<file path="src/rtl/fetch_queue_if.sv">
// Fetch-to-decode queue bus: fetch push side, decode pop/flush side and status.
// master drives requests (fetch + decode), slave is the queue itself.
interface fetch_queue_if #(
  parameter int DATA_WIDTH = 32,
  parameter int PC_WIDTH   = 32,
  parameter int DEPTH      = 4,
  parameter int CNT_WIDTH  = $clog2(DEPTH + 1)
);
  logic                  push;
  logic [DATA_WIDTH-1:0] instruction_F;
  logic [PC_WIDTH-1:0]   pc_plus_four_F;
  logic                  full;
  logic                  pop;
  logic                  flush;
  logic                  valid_D;
  logic [DATA_WIDTH-1:0] instruction_D;
  logic [PC_WIDTH-1:0]   pc_plus_four_D;
  logic [CNT_WIDTH-1:0]  count;
  logic                  overflow;

  modport master (
    output push, instruction_F, pc_plus_four_F, pop, flush,
    input  full, valid_D, instruction_D, pc_plus_four_D, count, overflow
  );

  modport slave (
    input  push, instruction_F, pc_plus_four_F, pop, flush,
    output full, valid_D, instruction_D, pc_plus_four_D, count, overflow
  );
endinterface

</file>
<file path="src/rtl/fetch_queue.sv">
// DEPTH-entry first-word-fall-through instruction queue between fetch and decode.
// An empty queue presents an all-zero NOP; flush discards every entry in one cycle.
module fetch_queue #(
  parameter int DATA_WIDTH = 32,
  parameter int PC_WIDTH   = 32,
  parameter int DEPTH      = 4,
  parameter int CNT_WIDTH  = $clog2(DEPTH + 1)
) (
  input logic         clock,
  input logic         reset_n,
  fetch_queue_if.slave fq
);
  localparam int PTR_WIDTH  = $clog2(DEPTH);
  localparam int WORD_WIDTH = PC_WIDTH + DATA_WIDTH;

  logic [WORD_WIDTH-1:0] storage [DEPTH];

  logic [PTR_WIDTH-1:0] rdPtrR, wrPtrR, rdPtrNext, wrPtrNext;
  logic [CNT_WIDTH-1:0] countR, countNext;
  logic                 overflowR, overflowNext;
  logic                 pushOk, popOk, fullS, emptyS;
  logic [WORD_WIDTH-1:0] headWord;

  assign fullS  = (countR == CNT_WIDTH'(DEPTH));
  assign emptyS = (countR == {CNT_WIDTH{1'b0}});
  // No pass-through when full: a same-cycle pop does not make room for the push.
  assign popOk  = fq.pop & ~emptyS;
  assign pushOk = fq.push & ~fullS & ~fq.flush;

  // State register: pointers, occupancy and sticky overflow.
  always_ff @(posedge clock or negedge reset_n) begin
    if (!reset_n) begin
      rdPtrR    <= {PTR_WIDTH{1'b0}};
      wrPtrR    <= {PTR_WIDTH{1'b0}};
      countR    <= {CNT_WIDTH{1'b0}};
      overflowR <= 1'b0;
    end else begin
      rdPtrR    <= rdPtrNext;
      wrPtrR    <= wrPtrNext;
      countR    <= countNext;
      overflowR <= overflowNext;
    end
  end

  // Storage array, deliberately not reset.
  always_ff @(posedge clock) begin
    if (pushOk) begin
      storage[wrPtrR] <= {fq.pc_plus_four_F, fq.instruction_F};
    end
  end

  // Next-state logic; flush overrides any same-cycle push or pop.
  always_comb begin
    rdPtrNext    = rdPtrR;
    wrPtrNext    = wrPtrR;
    countNext    = countR;
    overflowNext = overflowR | (fq.push & fullS & ~fq.pop & ~fq.flush);
    if (fq.flush) begin
      rdPtrNext = {PTR_WIDTH{1'b0}};
      wrPtrNext = {PTR_WIDTH{1'b0}};
      countNext = {CNT_WIDTH{1'b0}};
    end else begin
      if (pushOk) begin
        wrPtrNext = wrPtrR + PTR_WIDTH'(1);
      end else begin
        wrPtrNext = wrPtrR;
      end
      if (popOk) begin
        rdPtrNext = rdPtrR + PTR_WIDTH'(1);
      end else begin
        rdPtrNext = rdPtrR;
      end
      case ({pushOk, popOk})
        2'b10:   countNext = countR + CNT_WIDTH'(1);
        2'b01:   countNext = countR - CNT_WIDTH'(1);
        default: countNext = countR;
      endcase
    end
  end

  // Output decode: head falls through from storage, forced to NOP when empty.
  always_comb begin
    headWord = {WORD_WIDTH{1'b0}};
    if (emptyS) begin
      headWord = {WORD_WIDTH{1'b0}};
    end else begin
      headWord = storage[rdPtrR];
    end
  end

  assign fq.full           = fullS;
  assign fq.valid_D        = ~emptyS;
  assign fq.count          = countR;
  assign fq.overflow       = overflowR;
  assign fq.instruction_D  = headWord[DATA_WIDTH-1:0];
  assign fq.pc_plus_four_D = headWord[WORD_WIDTH-1:DATA_WIDTH];
endmodule

</file>
<file path="src/flat_wrapper.sv">
// flat-port wrapper written by rule: the top's interface ports become plain ports
module fetch_queue_flat 
#(
  parameter int DATA_WIDTH = 32,
  parameter int PC_WIDTH   = 32,
  parameter int DEPTH      = 4,
  parameter int CNT_WIDTH  = $clog2(DEPTH + 1)
)
  (clock, reset_n, fq_push, fq_instruction_F, fq_pc_plus_four_F, fq_pop, fq_flush, fq_full, fq_valid_D, fq_instruction_D, fq_pc_plus_four_D, fq_count, fq_overflow);
  fetch_queue_if #(.DATA_WIDTH(DATA_WIDTH), .PC_WIDTH(PC_WIDTH), .DEPTH(DEPTH), .CNT_WIDTH(CNT_WIDTH)) fq_i ();
  input logic clock;
  input logic reset_n;
  input wire logic [$bits(fq_i.push)-1:0] fq_push;
  input wire logic [$bits(fq_i.instruction_F)-1:0] fq_instruction_F;
  input wire logic [$bits(fq_i.pc_plus_four_F)-1:0] fq_pc_plus_four_F;
  input wire logic [$bits(fq_i.pop)-1:0] fq_pop;
  input wire logic [$bits(fq_i.flush)-1:0] fq_flush;
  output wire logic [$bits(fq_i.full)-1:0] fq_full;
  output wire logic [$bits(fq_i.valid_D)-1:0] fq_valid_D;
  output wire logic [$bits(fq_i.instruction_D)-1:0] fq_instruction_D;
  output wire logic [$bits(fq_i.pc_plus_four_D)-1:0] fq_pc_plus_four_D;
  output wire logic [$bits(fq_i.count)-1:0] fq_count;
  output wire logic [$bits(fq_i.overflow)-1:0] fq_overflow;
  assign fq_i.push = fq_push;
  assign fq_i.instruction_F = fq_instruction_F;
  assign fq_i.pc_plus_four_F = fq_pc_plus_four_F;
  assign fq_i.pop = fq_pop;
  assign fq_i.flush = fq_flush;
  assign fq_full = fq_i.full;
  assign fq_valid_D = fq_i.valid_D;
  assign fq_instruction_D = fq_i.instruction_D;
  assign fq_pc_plus_four_D = fq_i.pc_plus_four_D;
  assign fq_count = fq_i.count;
  assign fq_overflow = fq_i.overflow;
  fetch_queue #(.DATA_WIDTH(DATA_WIDTH), .PC_WIDTH(PC_WIDTH), .DEPTH(DEPTH), .CNT_WIDTH(CNT_WIDTH)) u_core (.clock(clock), .reset_n(reset_n), .fq(fq_i));
endmodule
</file>
<file path="config.mk">
export PLATFORM = sky130hd
export DESIGN_NAME = fetch_queue_flat
export DESIGN_NICKNAME = d
export VERILOG_FILES = /design/src/rtl/fetch_queue_if.sv /design/src/rtl/fetch_queue.sv /design/src/flat_wrapper.sv
export SDC_FILE = /design/constraint.sdc
export NUM_CORES = 1
export LEC_CHECK = 0
export CAP_MARGIN = 20
export CORE_UTILIZATION = 57
export CTS_BUF_LIST = sky130_fd_sc_hd__clkbuf_4
export DETAILED_ROUTE_END_ITERATION = 10
export PLACE_DENSITY_LB_ADDON = 0.1
export SLEW_MARGIN = 20
export SYNTH_ARGS = -nofsm -noshare
export SYNTH_HDL_FRONTEND = slang
export SYNTH_SLANG_ARGS = --single-unit
export TNS_END_PERCENT = 20
</file>
<file path="constraint.sdc">
create_clock -name clock -period 4.2 [get_ports clock]
set_clock_uncertainty 0.15 [all_clocks]
set_input_delay 0.84 -clock clock [delete_from_list [all_inputs] [get_ports clock]]
set_output_delay 0.84 -clock clock [all_outputs]
set_load 0.05 [all_outputs]
</file>
==> impl_metrics.py, run 1 <==
metrics = {
    "die": {
        "pin_count": 139,
        "dieHeight_um": 136,
        "die-area_um2": 18500,
        "core_um2": 17400,
        "initial_core_util": 0.589,
        "die_x_um": 136,
        "rows": 48,
    },
    "layout": {
        "antenna_cells_inserted": 0,
        "nNetsFinal": 745,
        "syn_to_final_growth_pct": 25.2,
        "nFillCells": 1073,
        "final_common_cell": "edfxtp_1",
        "instances_no_fill": 941,
        "drive_above_1_share": 0.272,
        "final_cell_mix": "edfxtp_1 (256), clkdlybuf4s50_1 (138), clkbuf_4 (104)",
    },
    "timing": {
        "post-route-min-period_ps": 3910,
        "fmax_mhz": 256,
        "hold_viol": 0,
        "rsz0062_at_grt": "no",
        "maxSlewViolCount": 0,
        "tightest_slew_ps": 672,
        "tns_ps": 0,
        "slew_headroom": 0.552,
        "post-route-period-util": 0.932,
        "setup_viol": 0,
        "setup_ws_ps": 287,
    },
    "synth": {
        "postSynthCellCount": 474,
        "ys_types": 33,
        "synth-edff-count": 256,
        "synth-seq-cells": 264,
        "yosysSeqAreaShare": 0.769,
        "async_reset_ff_frac": 0.0303,
        "ys.flop_type": "edfxtp_1",
        "yosysTopAreaCell": "edfxtp_1",
        "synthTopCellsByArea": "edfxtp_1 (75%), mux4_2 (14%), and2_1 (4.1%), dfrtp_1 (2.0%), buf_6 (0.66%)",
        "yosysWarnings": 0,
        "avgSynthCellArea_um2": 21.7,
        "yosysTopAreaCellShare": 0.749,
        "netlist_area_um2": 10300,
        "syn_nets": 548,
    },
    "routing": {
        "vias": 5195,
        "dr.pass1.iters": 4,
        "vias_per_cell": 5.52,
        "dr.first_iter.drc_count": 205,
        "ant_nets": 0,
        "drc": 0,
        "routed_wl_um": 18600,
        "wire_per_inst_um": 19.8,
    },
    "flow_run": {
        "cap_violations": 0,
    },
    "clock_tree": {
        "htreeDepth": 3,
        "cts_buffers": 67,
        "clk_pin_slew_ps": 60,
        "cts_max_path_buffers": 3,
        "clk_latency_ps": 620,
        "cts_hold_repair.buffers": 0,
        "cts_root_buffer": "clkbuf_4",
        "cts_tree": "yes",
        "cts.sinks": 264,
    },
    "worst_setup_path": {
        "cp.required_ps": 3210,
        "r2r-start": "u_core.fq.count[2]",
        "crit_start": "u_core.fq.count[0]",
        "crit_type": "flop to primary output",
        "slowest_delay_ps": 810,
        "cp-start-kind": "flop",
        "cp_slowest_cell": "clkdlybuf4s50_1",
        "worstPathArrival_ps": 2920,
        "crit_chain": "or3_4 > and2_1 > clkdlybuf4s50_1",
        "cp_max_fo": 65,
        "cp-end-kind": "primary output",
    },
    "grt": {
        "antenna_found_initial": 1,
        "grt.total_usage": 0.213,
        "overflow": 0,
        "grt_max_degree": 66,
        "grt_first_pass_wirelength_um": 28700,
        "grt_pass1_vias": 5555,
    },
    "place": {
        "port_buffers": 138,
        "dp_slack_ps": 533,
        "hpwl_um": 11000,
        "gp_congestion": 0.702,
        "dp_cells": 823,
    },
    "power_and_ir_drop": {
        "p_int_uw": 4730,
        "p_sw_frac": 0.286,
        "irDropWorstVdd_mv": 0.348,
        "leakage_uw": 0.00423,
        "p_comb_frac": 0.234,
        "switchingPower_uw": 1890,
        "seqPwrFrac": 0.458,
        "clockPowerShare": 0.308,
        "p_per_area_nw_per_um2": 515,
    },
    "hold_path": {
        "hold_start": "u_core.fq.overflow",
        "hp-class": "flop to flop",
    },
    "outcome": {
        "run_status": "completed",
    },
}
## state kept, by name, summed over array words and instances, names as in the netlist
| register | flops |
|---|---|
| u_core.rdPtrR | 2 |
| u_core.fq.overflow | 1 |
| u_core.storage | 256 |
| u_core.fq.count | 3 |
| u_core.wrPtrR | 2 |
## power by group through the flow
stage / combinational [µW] / sequential [µW] / clock (µW)
after floorplan: 1030 / 3090 / 0
after global placement: 1510 / 3090 / 0
after detailed placement: 1530 / 3100 / 0
after CTS: 1530 / 3050 / 2100
after global routing: 1640 / 3040 / 2220
final: 1550 / 3030 / 2040
## timing repair
| action | CTS | global route |
|---|---|---|
| gates resized for setup | 1 | 0 |
| endpoints found under the setup margin | 65 | 2 |
| setup buffers | 0 | 4 |
| pin swaps | 0 | 0 |
## layout make-up
| cell class | count | area (µm²) | share of cell area |
|---|---|---|---|
| clock inverter | 10 | 37.5 | 0.00292 |
| tap | 225 | 282 | 0.0219 |
| sequential | 264 | 7900 | 0.615 |
| timing repair buffer | 155 | 1620 | 0.126 |
| multi-input combinational | 177 | 2210 | 0.172 |
| clock buffer | 104 | 781 | 0.0608 |
| inverter | 6 | 22.5 | 0.00175 |
## kinds of logic after synthesis
group,after synthesis,synth area share
simple gates,88,0.0519
flops,264,0.769
fa+ha+maj,5,0.00683
compound gates,16,0.0106
xor+xnor,3,0.00256
mux,65,0.142
buf+inv,33,0.0179
## critical path, delay by kind of cell (launching register included)
family	cells	cell delay (ps)
flip-flops	1	570
buffers and inverters	1	810
AND/OR/NAND/NOR	2	910
## path summary, 6_finish.rpt
| kind | end | slack, ps | cells after the start |
|---|---|---|---|
| hold reg to reg | u_core.fq.overflow | 310 | 1 |
| setup / recovery | fq_pc_plus_four_D[28] | 290 | 3 |
| max in group asynchronous | u_core.rdPtrR[0] | 3210 | 1 |
| setup reg to reg | u_core.storage[2][8] | 1790 | 4 |
| hold / removal | u_core.fq.overflow | 310 | 1 |
| min in group asynchronous | u_core.wrPtrR[0] | 370 | 1 |
## cells in the mapped netlist, types with 2 or more instances
master and number:
edfxtp_1 256, nand3_1 2, dfrtp_1 8, buf_6 6, a21oi_1 4, o21ai_0 2
a21o_1 2, or3_1 2, buf_2 11, nor2_1 8, nand2_1 2, o2111ai_1 2
ha_1 4, inv_1 6, clkbuf_1 9, mux4_2 64, and2_1 68, nand2b_1 2
xor2_1 2
## per-stage QoR
| stage | total power (µW) | utilization | hold slack (ps) | instance area [µm²] |
|---|---|---|---|---|
| 2_1_floorplan | 4120 | - | 394 | 10300 |
| 3_3_place_gp | 4600 | 0.687 | 290 | 12000 |
| 3_5_place_dp | 4630 | 0.687 | 296 | 12000 |
| 4_1_cts | 6680 | 0.734 | 319 | 12800 |
| 5_1_grt | 6900 | 0.738 | 332 | 12800 |
| 6_report | 6620 | 0.738 | 310 | 12800 |
## layer usage
metal / share of wire / track usage / vias to the layer above
met1: 0.41 / 0.259 / 2651
met2: 0.52 / 0.360 / 158
met4: 0.018 / 0.0951 / 0
met5: 0 / 0 / -
li1: - / - / 2359
met3: 0.054 / 0.0548 / 27
(Power assumes the default switching activity.)
==> inputs of run 2 (changes only) <==
--- a/config.mk
+++ b/config.mk
@@ -9,6 +9,7 @@
 export CORE_UTILIZATION = 57
 export CTS_BUF_LIST = sky130_fd_sc_hd__clkbuf_4
 export DETAILED_ROUTE_END_ITERATION = 10
+export MAX_ROUTING_LAYER = met4
 export PLACE_DENSITY_LB_ADDON = 0.1
 export SLEW_MARGIN = 20
 export SYNTH_ARGS = -nofsm -noshare
==> run 2 against run 1 <==
Effect of this change: register-to-register slack about the same; sequential share of layout area about the same; hold slack about the same; first-iteration DRC count decreased by 5.4%; sequential power about the same; combinational power about the same; count of clock-buffer cells in the layout unchanged; setup slack got worse by 21 ps; critical path depth unchanged; non-clock buffer count unchanged; core utilization about the same; largest cell class unchanged; largest power group unchanged.
==> impl_metrics.py, run 2 (synthesized netlist as in run 1, its figures left out) <==
metrics = {
    "die": {
        "pin_count": 139,
        "die-area_um2": 18500,
        "initial_core_util": 0.589,
        "dieHeight_um": 136,
        "core_um2": 17400,
        "rows": 48,
        "die_x_um": 136,
    },
    "routing": {
        "vias_per_cell": 5.54,
        "ant_nets": 0,
        "drc": 0,
        "dr.pass1.iters": 4,
        "dr.first_iter.drc_count": 194,
        "routed_wl_um": 18600,
        "wire_per_inst_um": 19.8,
        "vias": 5216,
    },
    "timing": {
        "post-route-period-util": 0.937,
        "setup_ws_ps": 266,
        "maxSlewViolCount": 0,
        "tightest_slew_ps": 669,
        "slew_headroom": 0.554,
        "post-route-min-period_ps": 3930,
        "fmax_mhz": 254,
        "rsz0062_at_grt": "no",
        "hold_viol": 0,
        "tns_ps": 0,
        "whs_ps": 310,
        "setup_viol": 0,
    },
    "clock_tree": {
        "cts.sinks": 264,
        "cts_root_buffer": "clkbuf_4",
        "cts_tree": "yes",
        "clk_latency_ps": 620,
        "cts_hold_repair.buffers": 0,
        "cts_buffers": 67,
        "htreeDepth": 3,
        "cts_max_path_buffers": 3,
        "clk_pin_slew_ps": 60,
    },
    "hold_path": {
        "min_path_cells": 1,
        "hp-class": "flop to flop",
        "hold_end": "u_core.fq.overflow",
        "hold_start": "u_core.fq.overflow",
    },
    "worst_setup_path": {
        "r2r_cells": 4,
        "cp-start-kind": "flop",
        "r2r-start": "u_core.fq.count[2]",
        "cp_max_fo": 65,
        "rrSetupSlack_ps": 1790,
        "cp-end-kind": "primary output",
        "cp_slowest_cell": "clkdlybuf4s50_1",
        "cp.required_ps": 3210,
        "crit_type": "flop to primary output",
        "crit_chain": "or3_4 > and2_1 > clkdlybuf4s50_1",
        "slowest_delay_ps": 820,
        "worstPathArrival_ps": 2940,
        "rr_endpoint": "u_core.storage[2][8]",
    },
    "grt": {
        "grt_max_degree": 66,
        "grt.total_usage": 0.220,
        "overflow": 0,
        "antenna_found_initial": 1,
        "grt_first_pass_wirelength_um": 28700,
        "grt_pass1_vias": 5553,
    },
    "power_and_ir_drop": {
        "total_power_uw": 6620,
        "leakage_uw": 0.00423,
        "p_per_area_nw_per_um2": 515,
        "irDropWorstVdd_mv": 0.346,
    },
    "place": {
        "port_buffers": 138,
        "hpwl_um": 11000,
        "gp_congestion": 0.710,
        "dp_slack_ps": 533,
    },
    "layout": {
        "top_register": "u_core.storage",
        "utilization": 0.738,
        "final_cell_mix": "edfxtp_1 (256), clkdlybuf4s50_1 (138), clkbuf_4 (104)",
        "final_common_cell": "edfxtp_1",
        "syn_to_final_growth_pct": 25.2,
        "nNetsFinal": 745,
        "largest_reg_flops": 256,
        "drive_above_1_share": 0.272,
    },
    "outcome": {
        "run_status": "completed",
    },
    "flow_run": {
        "cap_violations": 0,
    },
}
==> run 2: cell count changes in the layout (fill, tap and decap cells not counted), sizes merged <==
cell and change:
diode +1
==> run 2: cell type report <==
| type | count | area, µm² |
|---|---|---|
| flip-flops and latches | 264 | 7900 |
| fillers | 1074 | 4570 |
| multi-input cells | 177 | 2210 |
| repair buffers | 155 | 1620 |
| clock buffers | 104 | 781 |
| well taps | 225 | 282 |
| clock inverters | 10 | 37.5 |
| inverters | 6 | 22.5 |
| diodes | 1 | 2.50 |
==> run 2: power breakdown <==
part	internal, µW	switching, µW
Combinational	626	924
Clock	1120	918
Sequential	2990	44.9
==> run 2: critical path, delay by kind of cell, from the launching register on <==
kind,cells,cell delay (ps)
simple gates,2,920
flops,1,580
buf+inv,1,820
==> run 2: how the worst max path moves through the flow <==
| stage | from | endpoint | slack (ps) | cells after the start |
|---|---|---|---|---|
| after floorplan | fq_flush | u_core.storage[0][0] | 770 | 4 |
| after global placement | u_core.fq.count[0] | fq_pc_plus_four_D[28] | 640 | 3 |
| after detailed placement | u_core.fq.count[0] | fq_instruction_D[11] | 530 | 3 |
| after CTS | u_core.rdPtrR[0] | fq_pc_plus_four_D[21] | 70 | 4 |
| after global routing | u_core.fq.count[0] | fq_pc_plus_four_D[25] | 50 | 3 |
| final | u_core.fq.count[0] | fq_pc_plus_four_D[28] | 270 | 3 |
==> run 2: per-stage QoR <==
stage | cells | instance area [µm²]
final | 942 | 12800
after detailed placement | 823 | 12000
after CTS | 937 | 12800
after floorplan | 474 | 10300
after global routing | 942 | 12800
after global placement | 823 | 12000
==> run 2: repair_timing <==
action,4_1_cts,5_1_grt
pin swaps,0,0
cloned,0,0
gates resized for setup,1,0
buffers inserted,0,4
endpoints found under the setup margin,65,2
==> run 2: metal layers <==
layer / GRT usage / part of all wire / up-vias / routed length (µm)
li1: - / - / 2366 / -
met1: 0.261 / 0.41 / 2647 / 7710
met2: 0.360 / 0.51 / 171 / 9580
met3: 0.0526 / 0.054 / 32 / 1010
met4: 0.0957 / 0.018 / 0 / 338
met5: - / 0 / - / 0
==> inputs of run 3 (changes only) <==
--- a/config.mk
+++ b/config.mk
@@ -5,6 +5,7 @@
 export SDC_FILE = /design/constraint.sdc
 export NUM_CORES = 1
 export LEC_CHECK = 0
+export ABC_AREA = 1
 export CAP_MARGIN = 20
 export CORE_UTILIZATION = 57
 export CTS_BUF_LIST = sky130_fd_sc_hd__clkbuf_4
==> run 3 against run 2 <==
Effect of this change: first-iteration DRC count grew to 2.8 times the previous value; die area grew 1.2%; largest cell class unchanged; non-clock buffer count grew 2; setup slack lost 40 ps; combinational power grew 120%; hold slack gained 25 ps; core utilization shrank 1.9 points; cell area grew 0.19%; critical endpoint is now fq_instruction_D[1]; critical path depth grew 3; via count grew 34%; maximum frequency shrank 1.0%; routed wire length grew 21%.
==> impl_metrics.py, run 3 <==
metrics = {
    "layout": {
        "drive_above_1_share": 0.131,
        "top_register": "u_core.storage",
        "antenna_cells_inserted": 0,
        "final_common_cell": "nor2_1",
        "syn_to_final_growth_pct": 23.9,
        "final_cell_mix": "nor2_1 (259), edfxtp_1 (256), clkdlybuf4s50_1 (138)",
        "largest_reg_flops": 256,
        "nNetsFinal": 1075,
    },
    "synth": {
        "yosysTopAreaCell": "edfxtp_1",
        "synthTopCellsByArea": "edfxtp_1 (74%), nor2_1 (9.5%), o21ai_0 (6.2%), a21oi_1 (3.2%), dfrtp_1 (1.9%)",
        "yosysWarnings": 0,
        "synth-seq-cells": 264,
        "yosys-top-cells-count": "nor2_1 (263), edfxtp_1 (256), o21ai_0 (128), a21oi_1 (67), nand2_1 (18)",
        "synth-edff-count": 256,
        "ys.flop_type": "edfxtp_1",
        "postSynthCellCount": 822,
        "ys_types": 20,
        "netlist_area_um2": 10400,
        "yosysTopAreaCellShare": 0.740,
        "async_reset_ff_frac": 0.0303,
        "syn_nets": 896,
        "yosysSeqAreaShare": 0.759,
        "avgSynthCellArea_um2": 12.6,
        "yosysMostFrequentCell": "nor2_1",
    },
    "die": {
        "die-area_um2": 18800,
        "pin_count": 139,
        "initial_core_util": 0.580,
        "die_x_um": 137,
        "dieHeight_um": 137,
        "rows": 49,
        "core_um2": 17900,
    },
    "worst_setup_path": {
        "worstPathArrival_ps": 2980,
        "cp_slowest_cell": "clkdlybuf4s50_1",
        "slowest_delay_ps": 840,
        "path_delay_family": "buffers and inverters",
        "cp_num_buf_inv": 2,
        "cpMostUsedCell": "nor2_1",
        "crit_chain": "buf_4 > nor2_1 > nor2_1 > o21ai_0 > a21oi_1 > clkdlybuf4s50_1",
        "cp_max_fo": 29,
        "cp-end-kind": "primary output",
        "cp.required_ps": 3210,
        "cp-start-kind": "flop",
        "crit_type": "flop to primary output",
    },
    "power_and_ir_drop": {
        "seqPwrFrac": 0.364,
        "irDropWorstVdd_mv": 0.642,
        "switchingPower_uw": 3410,
        "p_sw_frac": 0.396,
        "clockPowerShare": 0.238,
        "p_per_area_nw_per_um2": 670,
        "p_comb_frac": 0.399,
        "leakage_uw": 0.00451,
        "p_int_uw": 5210,
    },
    "grt": {
        "grt_first_pass_wirelength_um": 34100,
        "overflow": 0,
        "grt.total_usage": 0.253,
        "antenna_found_initial": 0,
        "grt_max_degree": 71,
        "grt_pass1_vias": 6985,
    },
    "routing": {
        "drc": 0,
        "ant_nets": 0,
        "vias": 6967,
        "dr.pass1.iters": 5,
        "vias_per_cell": 5.48,
        "routed_wl_um": 22500,
        "wire_per_inst_um": 17.7,
        "dr.first_iter.drc_count": 537,
    },
    "place": {
        "gp_congestion": 0.802,
        "hpwl_um": 12400,
        "dp_slack_ps": 699,
        "port_buffers": 138,
    },
    "clock_tree": {
        "cts.sinks": 264,
        "clk_latency_ps": 620,
        "cts_root_buffer": "clkbuf_4",
        "cts_hold_repair.buffers": 0,
        "clk_pin_slew_ps": 70,
        "htreeDepth": 3,
        "cts_max_path_buffers": 3,
        "cts_buffers": 68,
        "cts_tree": "yes",
    },
    "timing": {
        "setup_ws_ps": 226,
        "tightest_slew_ps": 538,
        "rsz0062_at_grt": "no",
        "fmax_mhz": 252,
        "post-route-period-util": 0.946,
        "slew_headroom": 0.640,
        "whs_ps": 336,
        "setup_viol": 0,
        "maxSlewViolCount": 0,
        "hold_viol": 0,
        "post-route-min-period_ps": 3970,
    },
    "outcome": {
        "run_status": "completed",
    },
    "flow_run": {
        "cap_violations": 0,
    },
    "hold_path": {
        "hp-class": "flop to flop",
    },
}
==> run 3: final cells by class <==
class / instances / area, µm²
timing repair buffer: 157 / 1620
fill: 1236 / 5030
multi-input combinational: 493 / 2200
inverter: 17 / 65.1
sequential: 264 / 7890
clock inverter: 7 / 27.5
tap: 229 / 287
clock buffer: 104 / 781
==> run 3: final timing paths <==
path                                  endpoint          startpoint  slack [ps]  cells past startpoint
max in group asynchronous     u_core.rdPtrR[0]             reset_n        3240                      1
setup / recovery           fq_instruction_D[1]    u_core.rdPtrR[0]         230                      6
min in group asynchronous   u_core.fq.overflow             reset_n         350                      1
hold reg to reg             u_core.fq.overflow  u_core.fq.overflow         340                      1
hold / removal              u_core.fq.overflow  u_core.fq.overflow         340                      1
setup reg to reg            u_core.fq.count[2]  u_core.fq.count[0]        1870                     12
==> run 3: logic make-up (layout without fill, tap and decap cells) <==
logic type	after synthesis	count (layout)	share of synthesized area
AND/OR/NAND/NOR	288	288	0.105
flip-flops	264	264	0.759
AO/OA/AOI/OAI	199	199	0.0962
buffers and inverters	65	285	0.0318
adder cells (fa/ha/maj)	5	5	0.00674
XOR/XNOR	1	1	0.000843
==> run 3: metal layers <==
metal | vias to the layer above | track usage | routed length (µm)
li1 | 3303 | - | -
met1 | 3366 | 0.294 | 8850
met2 | 264 | 0.426 | 11800
met3 | 34 | 0.0589 | 1470
met4 | 0 | 0.0989 | 378
met5 | - | - | 0
==> run 3: worst register-to-register path, stage by stage (launching register included) <==
cell and delay [ps]:
dfrtp_1 430, nor2_1 110, nand2_1 140, nand2_2 200, nand2_1 190, inv_1 80, fa_1 380, xnor2_1 210
inv_1 70, nand2_1 70, nand2_1 50, nand3_1 80, nand2_1 60
==> run 3: power groups by stage <==
stage | Combinational (µW) | Clock [µW] | Sequential (µW)
2_1_floorplan | 2260 | 0 | 3210
5_1_grt | 3650 | 2250 | 3150
4_1_cts | 3460 | 2110 | 3140
6_report | 3440 | 2050 | 3140
3_5_place_dp | 3400 | 0 | 3210
3_3_place_gp | 3360 | 0 | 3200
==> run 3: stage by stage <==
step	cells	area (µm²)	power (µW)	TNS (ps)	utilization
after floorplan	822	10400	5470	-69660	-
after global placement	1159	12000	6560	0	0.672
after detailed placement	1159	12000	6610	0	0.672
after CTS	1271	12900	8700	0	0.719
after global routing	1271	12900	9050	0	0.719
final	1271	12900	8630	0	0.719
==> run 3: what timing repair did <==
action / 4_1_cts / 5_1_grt
setup buffers: 1 / 0
setup endpoints to repair: 3 / 0
resized for setup: 0 / 0
